<file path="src/rtl/ascon_perm_ctrl.sv">
// Sequencer for the Ascon permutation core: loads a state, steps the round counter
// until the core reports completion, then holds the permuted state for the consumer.
module ascon_perm_ctrl #(
    parameter int NUM_ROUNDS = 12,
    parameter int CTR_W      = 4
) (
    input  logic             clk,
    input  logic             rst_n,
    input  logic             in_valid,
    output logic             in_ready,
    input  logic [3:0]       in_nrounds,
    input  logic [63:0]      in_S_0,
    input  logic [63:0]      in_S_1,
    input  logic [63:0]      in_S_2,
    input  logic [63:0]      in_S_3,
    input  logic [63:0]      in_S_4,
    output logic             out_valid,
    input  logic             out_ready,
    output logic [63:0]      out_S_0,
    output logic [63:0]      out_S_1,
    output logic [63:0]      out_S_2,
    output logic [63:0]      out_S_3,
    output logic [63:0]      out_S_4,
    output logic             perm_load_val,
    output logic [63:0]      perm_S_0_load_val,
    output logic [63:0]      perm_S_1_load_val,
    output logic [63:0]      perm_S_2_load_val,
    output logic [63:0]      perm_S_3_load_val,
    output logic [63:0]      perm_S_4_load_val,
    output logic             perm_rounds_enable,
    output logic [CTR_W-1:0] perm_round_ctr,
    input  logic             perm_rounds_done,
    input  logic [63:0]      perm_S_0_reg,
    input  logic [63:0]      perm_S_1_reg,
    input  logic [63:0]      perm_S_2_reg,
    input  logic [63:0]      perm_S_3_reg,
    input  logic [63:0]      perm_S_4_reg,
    output logic [1:0]       dbg_state
);

    typedef enum logic [1:0] {
        IDLE = 2'd0,
        RUN  = 2'd1,
        DONE = 2'd2
    } state_t;

    localparam logic [CTR_W-1:0] NR_CTR = CTR_W'(NUM_ROUNDS);
    localparam logic [3:0]       NR_IN  = 4'(NUM_ROUNDS);

    state_t           state;
    logic [CTR_W-1:0] n_eff;

    // Handshakes: a transfer happens on a rising edge where valid and ready are both
    // high; valid never drops before that edge and payload is stable while it waits.

    // Out-of-range round counts run the full permutation.
    always_comb begin
        n_eff = NR_CTR;
        if (in_nrounds != 4'd0 && in_nrounds <= NR_IN) begin
            n_eff = CTR_W'(in_nrounds);
        end
    end

    assign perm_load_val     = in_valid & in_ready;
    assign perm_S_0_load_val = in_S_0;
    assign perm_S_1_load_val = in_S_1;
    assign perm_S_2_load_val = in_S_2;
    assign perm_S_3_load_val = in_S_3;
    assign perm_S_4_load_val = in_S_4;

    assign out_S_0 = perm_S_0_reg;
    assign out_S_1 = perm_S_1_reg;
    assign out_S_2 = perm_S_2_reg;
    assign out_S_3 = perm_S_3_reg;
    assign out_S_4 = perm_S_4_reg;

    assign dbg_state = state;

    // Parked counter keeps the core reporting rounds_done while idle.
    always_ff @(posedge clk or negedge rst_n) begin
        if (!rst_n) begin
            state              <= IDLE;
            perm_round_ctr     <= NR_CTR;
            in_ready           <= 1'b1;
            out_valid          <= 1'b0;
            perm_rounds_enable <= 1'b0;
        end else begin
            case (state)
                IDLE: begin
                    if (in_valid && in_ready) begin
                        state              <= RUN;
                        perm_round_ctr     <= NR_CTR - n_eff;
                        in_ready           <= 1'b0;
                        perm_rounds_enable <= 1'b1;
                    end
                end
                RUN: begin
                    if (perm_rounds_done) begin
                        state              <= DONE;
                        perm_rounds_enable <= 1'b0;
                        out_valid          <= 1'b1;
                    end else if (perm_round_ctr < NR_CTR) begin
                        perm_round_ctr <= perm_round_ctr + 1'b1;
                    end
                end
                DONE: begin
                    if (out_ready) begin
                        state     <= IDLE;
                        out_valid <= 1'b0;
                        in_ready  <= 1'b1;
                    end
                end
                default: begin
                    state              <= IDLE;
                    perm_round_ctr     <= NR_CTR;
                    in_ready           <= 1'b1;
                    out_valid          <= 1'b0;
                    perm_rounds_enable <= 1'b0;
                end
            endcase
        end
    end

endmodule
</file>
<file path="config.mk">
export PLATFORM = sky130hd
export DESIGN_NAME = ascon_perm_ctrl
export DESIGN_NICKNAME = d
export VERILOG_FILES = /design/src/rtl/ascon_perm_ctrl.sv
export SDC_FILE = /design/constraint.sdc
export NUM_CORES = 1
export LEC_CHECK = 0
export BUFFER_PORTS_ARGS = -buffer_cell sky130_fd_sc_hd__buf_2
export CAP_MARGIN = 25
export CORE_AREA = 2 2 502 504
export CTS_BUF_LIST = sky130_fd_sc_hd__clkbuf_8
export CTS_CLUSTER_DIAMETER = 120
export CTS_CLUSTER_SIZE = 30
export DETAILED_ROUTE_END_ITERATION = 8
export DIE_AREA = 0 0 504 506
export PLACE_DENSITY = 0.3
export SLEW_MARGIN = 15
export SYNTH_ARGS = -nofsm -noshare
export SYNTH_HDL_FRONTEND = slang
export SYNTH_SLANG_ARGS = --single-unit
</file>
<file path="constraint.sdc">
create_clock -name clk -period 1.6 [get_ports clk]
set_input_delay 0.08 -clock clk [delete_from_list [all_inputs] [get_ports clk]]
set_output_delay 0.08 -clock clk [all_outputs]
set_load 0.02 [all_outputs]
</file>
==> impl_metrics.csv <==
group,metric,value,unit
status,outcome,"complete, no violations",
setup_path,slowest_stage,"dfrtp_1",
sta,finClkSkew,0.00492,ns
min_path,hold_end,"dbg_state[1]",
setup_path,critPathCaptureType,"flop",
finish,fillers,30100,
place,pre_cts_slack,0.275,ns
yosys,syn_nets,1354,
sta,slew_headroom,74.5,%
setup_path,max_stage_delay,0.57,ns
pwr,power,0.961,mW
sta,max_freq,0.737,GHz
route,num_vias,2147,
clock_network,cts_sinks,9,
route,finalWirelength,158000,um
min_path,hp-start,"out_ready",
sta,period_minus_slack,1.36,ns
route,drc_errors,0,
global_route,antenna_found_initial,2,
finish,drive_gt1_share,37.2,%
setup_path,worst-path-buf-inv,0,
clock_network,cts_made_buffers,3,
finish,fin_nets,738,
pwr,ir_drop,0.000219,V
clock_network,cts_tree,"yes",
global_route,grt_overflow,0,
yosys,syn_avg_cell_area,7.65,um2
yosys,yosysWarnings,0,
yosys,synth_cell_types,32,
yosys,synth_edf_count,0,
setup_path,path_cells,"nand2_1 > o22ai_2 > mux2_4",
pwr,power.density,196,mW/mm2
pwr,p_leak,0.384,nW
setup_path,critPathArrivalTime,1.48,ns
yosys,synthCells,703,
yosys,seq_area_frac_synth,4.25,%
sta,whs,0.111,ns
route,viasPerCell,0.625,
sta,worst_slew_pin_slew,0.383,ns
yosys,netlist_area,0.00538,mm2
floorplan,rows,184,
yosys,yosys-top-cells-area,"buf_4 (89%), dfrtp_1 (2.8%), dfstp_2 (1.5%)",
clock_network,htree_levels,1,
setup_path,cp.required,1.73,ns
place,place.gp.congestion,0.809,
flow_run,cap_violations,0,
global_route,grt_pass1_wl,165000,um
sta,postLayoutSetupSlackWorst,0.244,ns
floorplan,boundaryPins,1299,
clock_network,root_buffer,"clkbuf_8",
setup_path,rr_worst_depth,3,
setup_path,cp_top_family,"flip-flops",
min_path,worstHoldPathCells,2,
place,io_buffer_count,18,
finish,fin_util,1.97,%
floorplan,design.die.area,0.255,mm2
finish,syn2layout_area_growth,-8.65,%
finish,seq_area,229,um2
setup_path,worstReg2RegEnd,"perm_round_ctr[1]",
route,detail_route.first_pass.iterations,5,
route,first_iter_violations,145,
min_path,min_path_type,"in -> reg",
yosys,synth_largest_area_cell,"buf_4",
global_route,grtUsageTotal,11.9,%
finish,multiInputGateArea,324,um2
setup_path,r2r_start,"dbg_state[0]",
clock_network,clk_pin_slew,0.05,ns
yosys,synth-seq-cells,9,
setup_path,path_max_fanout,9,
setup_path,reg2reg_slack,0.24,ns
setup_path,worstSetupStartpointType,"flop",
place,dp_hpwl,156000,um
sta,maxSlewViolCount,0,
setup_path,crit_type,"reg -> reg",
floorplan,die_w,504,um
clock_network,cts_resized,0,
route,ant_nets,0,
clock_network,clockBufferDepth,2,
floorplan,die_h,506,um
floorplan,coreArea,0.250,mm2
yosys,synth_top_cell_area_share,89.4,%
yosys,async_reset_ff_share,100,%
clock_network,clock_latency,0.24,ns
route,wire_per_inst,46.0,um
sta,period_share,84.7,%
global_route,grt_pass1_vias,2117,
sta,final.setup.tns,0,ns
sta,finalHoldViolCount,0,
sta,setup_viol,0,
floorplan,start_util,2.15,%
global_route,grt_max_degree,10,
sta,rsz0062_at_grt,"no",
yosys,synthFlopType,"dfrtp_1",
==> logic make-up (layout without fill, tap and decap cells) <==
group / count (synthesis) / count (layout) / share of synthesized area, %
buffers and inverters: 645 / 28 / 89.7
AND/OR/NAND/NOR: 26 / 26 / 2.60
AO/OA/AOI/OAI: 16 / 16 / 1.95
flip-flops: 9 / 9 / 4.25
multiplexers: 3 / 3 / 0.674
adder cells (fa/ha/maj): 2 / 2 / 0.465
XOR/XNOR: 2 / 2 / 0.326
other: 0 / 1 / 0
==> cells in the mapped netlist (2+ instances only) <==
master   count
xnor2_1      2
nor2b_1      2
o21ai_1      2
a21oi_1      4
dfstp_2      3
nor2_1       8
dfrtp_1      6
nand2_1      8
o21ai_0      2
inv_1        2
buf_4      641
ha_1         2
nand3_1      2
==> state kept, by name (all words and copies together), names as in the netlist <==
| register | flops |
|---|---|
| perm_rounds_enable | 1 |
| dbg_state | 2 |
| perm_round_ctr | 4 |
| out_valid | 1 |
| in_ready | 1 |
==> worst max-delay path by stage <==
| stage | startpoint | endpoint | slack [ns] | depth (start not counted) |
|---|---|---|---|---|
| finish | dbg_state[0] | perm_round_ctr[1] | 0.24 | 3 |
| global route | dbg_state[0] | dbg_state[1] | 0.19 | 4 |
| CTS | perm_round_ctr[0] | perm_round_ctr[1] | 0.26 | 4 |
| detailed placement | in_ready | perm_round_ctr[1] | 0.28 | 4 |
| global placement | dbg_state[0] | perm_round_ctr[1] | 0.27 | 3 |
| floorplan | dbg_state[1] | perm_round_ctr[1] | 0.23 | 5 |
==> cell type report <==
type	count	share of cell area (%)
Tap cell	3348	85.2
Multi-Input combinational cell	49	6.59
Sequential cell	9	4.66
Timing Repair Buffer	21	2.34
Clock buffer	3	0.840
Inverter	3	0.229
Clock inverter	1	0.0764
Antenna cell	1	0.0509
==> power by group <==
part           switching [mW]  internal (mW)  total, mW
Combinational           0.190          0.135      0.325
Sequential             0.0702          0.297      0.367
Clock                   0.101          0.168      0.269
==> through the flow <==
stage	cell area (um2)	cells
global placement	4860	3429
CTS	4910	3434
global route	4920	3435
detailed placement	4860	3429
finish	4920	3435
floorplan	5380	703
==> placed cells by master (no fill, tap or decap), types with 2 or more instances in the layout <==
cell	instances
nor2_1	8
o21ai_0	2
clkbuf_8	3
nor2b_1	2
o21ai_1	2
buf_2	18
buf_4	2
nand3_1	2
ha_1	2
a21oi_1	4
dfrtp_1	6
xnor2_1	2
dfstp_2	3
inv_1	3
nand2_1	8
==> metal layers <==
metal | vias up | global-route usage [%] | routed length, um
met5 | - | 0.889 | 313
met4 | 6 | 4.33 | 6210
met3 | 244 | 28.9 | 81700
met2 | 1177 | 17.5 | 65500
met1 | 451 | 0.870 | 4160
li1 | 269 | - | -
==> what timing repair did <==
action | 4_1_cts | 5_1_grt
endpoints found under the hold margin | 9 | 0
setup buffers | 0 | 0
hold buffers | 1 | 0
endpoints found under the setup margin | 0 | 0
(Power assumes the default switching activity.)
